File: src/rtl/apb_req_arbiter.sv
// apb_req_arbiter: four requesters share one APB master through an IDLE/BUSY/DONE handshake.
// Round-robin by default; define APB_ARB_FIXED_PRIO_EN for fixed priority (lowest index wins).
module apb_req_arbiter #(
  parameter int ASIZE = 32,
  parameter int DSIZE = 32
) (
  input  logic               Pclk,
  input  logic               Preset,
  input  logic [3:0]         req,
  input  logic [4*ASIZE-1:0] req_addr,
  input  logic [4*DSIZE-1:0] req_wdata,
  input  logic [3:0]         req_write,
  output logic [3:0]         gnt,
  output logic [3:0]         done,
  output logic [DSIZE-1:0]   rdata,
  output logic               transfer,
  output logic [ASIZE-1:0]   addr_temp,
  output logic [DSIZE-1:0]   data_temp,
  output logic               write_enable,
  input  logic               Psel,
  input  logic               Penable,
  input  logic               Pready,
  input  logic [DSIZE-1:0]   rdata_temp
);
  typedef enum logic [1:0] {IDLE, BUSY, DONE} state_t;
  state_t state;
  logic [1:0] pick;
  function automatic logic [1:0] lowest(input logic [3:0] v);
    return v[0] ? 2'd0 : v[1] ? 2'd1 : v[2] ? 2'd2 : v[3] ? 2'd3 : 2'd0;
  endfunction
`ifdef APB_ARB_FIXED_PRIO_EN
  assign pick = lowest(req);
`else
  logic [1:0] last_grant, start;
  logic [3:0] rot;
  // rotate so the requester after the last winner sits at bit 0
  assign start = last_grant + 2'd1;
  assign rot   = 4'({req, req} >> start);
  assign pick  = lowest(rot) + start;
`endif
  // drop the request during ENABLE so the master does not issue a second SETUP
  assign transfer = (state == BUSY) && !(Psel && Penable);
  always_ff @(posedge Pclk or posedge Preset)
    if (Preset) begin
      state        <= IDLE;
      gnt          <= '0;
      done         <= '0;
      rdata        <= '0;
      addr_temp    <= '0;
      data_temp    <= '0;
      write_enable <= 1'b0;
`ifndef APB_ARB_FIXED_PRIO_EN
      last_grant   <= 2'd3;
`endif
    end else
      case (state)
        IDLE: if (|req) begin
          state        <= BUSY;
          gnt          <= 4'b0001 << pick;
          addr_temp    <= req_addr[pick*ASIZE +: ASIZE];
          data_temp    <= req_wdata[pick*DSIZE +: DSIZE];
          write_enable <= req_write[pick];
`ifndef APB_ARB_FIXED_PRIO_EN
          last_grant   <= pick;
`endif
        end
        BUSY: if (Psel && Penable && Pready) begin
          state <= DONE;
          done  <= gnt;
          rdata <= write_enable ? '0 : rdata_temp;
        end
        DONE: begin
          state <= IDLE;
          gnt   <= '0;
          done  <= '0;
        end
        default: state <= IDLE;
      endcase
endmodule

File: config.mk
export PLATFORM = sky130hd
export DESIGN_NAME = apb_req_arbiter
export DESIGN_NICKNAME = d
export VERILOG_FILES = /design/src/rtl/apb_req_arbiter.sv
export SDC_FILE = /design/constraint.sdc
export NUM_CORES = 1
export LEC_CHECK = 0
export BUFFER_PORTS_ARGS = -buffer_cell sky130_fd_sc_hd__buf_4
export CAP_MARGIN = 20
export CORE_AREA = 2 2 157 159
export CTS_BUF_LIST = sky130_fd_sc_hd__clkbuf_8
export DETAILED_ROUTE_END_ITERATION = 8
export DIE_AREA = 0 0 159 161
export PLACE_DENSITY = 0.68
export SYNTH_ARGS = -nofsm -noshare
export SYNTH_HDL_FRONTEND = slang
export SYNTH_SLANG_ARGS = --single-unit
File: constraint.sdc
create_clock -name Pclk -period 7.3 [get_ports Pclk]
set_input_delay 1.46 -clock Pclk [delete_from_list [all_inputs] [get_ports Pclk]]
set_output_delay 1.46 -clock Pclk [all_outputs]
set_load 0.005 [all_outputs]
==> impl_metrics.py <==
metrics = {
    "outcome": {
        "status": "completed",
    },
    "floorplan": {
        "fp.dieH_um": 161,
        "initial_utilization": 0.305,
        "core_area_um2": 24000,
        "die_x_um": 159,
        "die_area_um2": 25600,
        "num_rows": 57,
        "ios": 407,
    },
    "yosys": {
        "async_reset_ff_frac": 1.00,
        "yosys-top-cells-area": "dfrtp_1, nor2b_1, a2111oi_2",
        "synth_seq_cells": 109,
        "synthFlopType": "dfrtp_1",
        "synth_area_leader_cell": "dfrtp_1",
        "synth_seq_area_share": 0.374,
        "syn_area_um2": 7300,
        "synthTopCellsByCount": "nand2_1, nor2b_1, dfrtp_1, a221oi_1, clkbuf_1",
        "synth-edff-count": 0,
        "synth_fp_nets": 1055,
        "post-synth-top-count-cell": "nand2_1",
        "synthCells": 753,
        "yosysWarningCount": 0,
        "synth_cell_types": 50,
        "synth_top_area_share": 0.367,
        "synth_area_per_cell_um2": 9.70,
    },
    "global_routing": {
        "grt_usage": 0.198,
        "grt_first_pass_wirelength_um": 40500,
        "antenna_found_initial": 1,
        "overflow": 0,
        "grt_pass1_vias": 7226,
        "grt_max_degree": 109,
    },
    "cells_and_area": {
        "finalNetCount": 1396,
        "drive_gt1_frac": 0.479,
        "area_growth_pct": 44.8,
        "instances_no_fill": 1424,
    },
    "timing": {
        "final-max-slew-violation-count": 0,
        "min_period_over_period": 0.602,
        "fin_setup_tns_ns": 0,
        "setup_violations": 0,
        "tightest_slew_ns": 0.996,
        "min_period_ns": 4.39,
        "finalHoldViolCount": 0,
        "max_freq_ghz": 0.228,
        "rsz0062_at_grt": "false",
        "slew_headroom": 0.336,
        "skew_ns": 0.0260,
        "setup_ws_ns": 2.91,
    },
    "run": {
        "maxCapViolCount": 0,
    },
    "clock_tree": {
        "cts_tree": "built",
        "clock_path_buffers": 2,
        "cts_buffers": 9,
        "hold_buffers": 0,
        "clk_latency_ns": 0.40,
        "cts.sinks": 109,
        "postCtsSetupBuffers": 0,
        "clk_pin_slew_ns": 0.10,
        "htree_num_levels": 3,
        "cts_resized": 0,
        "cts_root_buffer": "clkbuf_8",
    },
    "placed_design": {
        "gp_congestion": 0.867,
        "io_buffers": 406,
        "dp_hpwl_um": 19200,
        "dp_slack_ns": 2.46,
        "place_inst": 1407,
    },
    "worst_setup_path": {
        "worstRegToRegCells": 12,
        "crit_required_ns": 7.54,
        "path_cells": "buf_4, or4_1, nand3_1, ha_4, xnor2_1, xor2_1, nand3_2, buf_4, a221oi_1, o31ai_2",
        "crit_path_end_kind": "flip-flop",
        "r2r_setup_slack_ns": 3.42,
        "critPathTopFamily": "simple AND/OR/NAND/NOR gates",
        "crit_path_start_kind": "input pin",
        "crit_path_top_delay_cell": "nand3_2",
        "critPathKind": "in -> reg",
        "critPathArrivalTime_ns": 4.63,
        "crit_cells": 10,
        "cpPeakStageDelay_ns": 0.63,
        "path_max_fanout": 35,
        "path_common_cell": "buf_4",
        "crit_buf_inv": 2,
    },
    "power_and_ir_drop": {
        "sequentialPowerShare": 0.208,
        "p_switching_mw": 2.72,
        "power_mw": 5.40,
        "p_int_mw": 2.69,
        "vdd_drop_max_v": 0.000354,
        "combPwrFrac": 0.715,
        "p_clk_frac": 0.077,
        "leakage_nw": 4.81,
        "p_sw_frac": 0.503,
        "p_per_area_nw_per_um2": 511,
    },
    "drt": {
        "via_count": 7358,
        "wl_um": 26400,
        "via_per_inst": 5.17,
        "drc": 0,
        "wl_per_cell_um": 18.5,
        "drt_iter0_drc": 460,
        "final_antenna_net_count": 0,
        "drt_first_pass_iters": 5,
    },
    "worst_hold_path": {
        "min_delay_path_depth": 2,
        "hold_class": "reg -> reg",
    },
}
==> placed cells by master (no fill, tap or decap), types with 2 or more instances in the layout <==
cell type / instances
nand3b_1: 32
o31ai_2: 39
dfstp_2: 2
nor2b_1: 131
clkbuf_8: 9
nor2_1: 7
o31ai_1: 26
a2111oi_0: 26
nand3_1: 7
nor3_1: 2
inv_6: 2
a22o_1: 2
buf_4: 415
or3_4: 2
o21ai_0: 6
a221oi_1: 65
nand2_1: 147
a2111oi_2: 39
dfrtp_1: 107
inv_1: 2
xnor2_1: 2
==> flip-flops by register name (all words and copies together), names as in the netlist <==
signal	flops
addr_temp	32
data_temp	32
done	4
gnt	4
last_grant	2
rdata	32
state	2
write_enable	1
==> per-layer routing <==
metal  vias up  part of all wire  GRT usage
li1       3482                 -          -
met1      3494              0.42      0.253
met3        41             0.070     0.0462
met2       341              0.49      0.331
met5         -                 0          0
met4         0             0.023     0.0657
==> kinds of logic after synthesis <==
logic type,share of synthesized area
AOI/OAI and AO/OA,0.306
xor gates and xnor gates,0.00360
adders and majority gates,0.00171
buffers and inverters,0.0738
DFF,0.374
and+or+nand+nor,0.241
==> worst min-delay path: stages (launching register included) <==
cell,delay (ns)
dfrtp_1,0.36
nand2_1,0.05
nand2_1,0.05
==> layout make-up <==
| type | count | area, µm² |
|---|---|---|
| flip-flops and latches | 109 | 2730 |
| fillers | 2380 | 13400 |
| clock buffers | 9 | 124 |
| diodes | 1 | 2.50 |
| inverters | 4 | 17.5 |
| clock inverters | 7 | 91.3 |
| well taps | 324 | 405 |
| multi-input cells | 554 | 4070 |
| repair buffers | 416 | 3140 |
==> path summary, 6_finish.rpt <==
check,end,start
hold / removal,rdata[29],rdata[29]
setup / recovery,data_temp[12],req[1]
hold reg to reg,rdata[29],rdata[29]
setup reg to reg,data_temp[12],last_grant[0]
max in group asynchronous,gnt[3],Preset
min in group asynchronous,data_temp[11],Preset
==> power groups by stage <==
stage / logic, mW / clock network, mW / registers [mW]
after global placement: 3.84 / 0 / 1.12
after detailed placement: 3.89 / 0 / 1.13
after global routing: 4.23 / 0.452 / 1.16
after floorplan: 2.90 / 0 / 1.10
final: 3.86 / 0.415 / 1.12
after CTS: 3.89 / 0.432 / 1.12
==> stage by stage <==
stage | cell area [µm²] | utilization | hold WS (ns)
2_1_floorplan | 7300 | - | 0.463
3_3_place_gp | 10400 | 0.432 | 0.451
3_5_place_dp | 10400 | 0.432 | 0.459
4_1_cts | 10600 | 0.441 | 0.485
5_1_grt | 10600 | 0.442 | 0.502
6_report | 10600 | 0.442 | 0.481
Power figures use the tool's default switching activity.
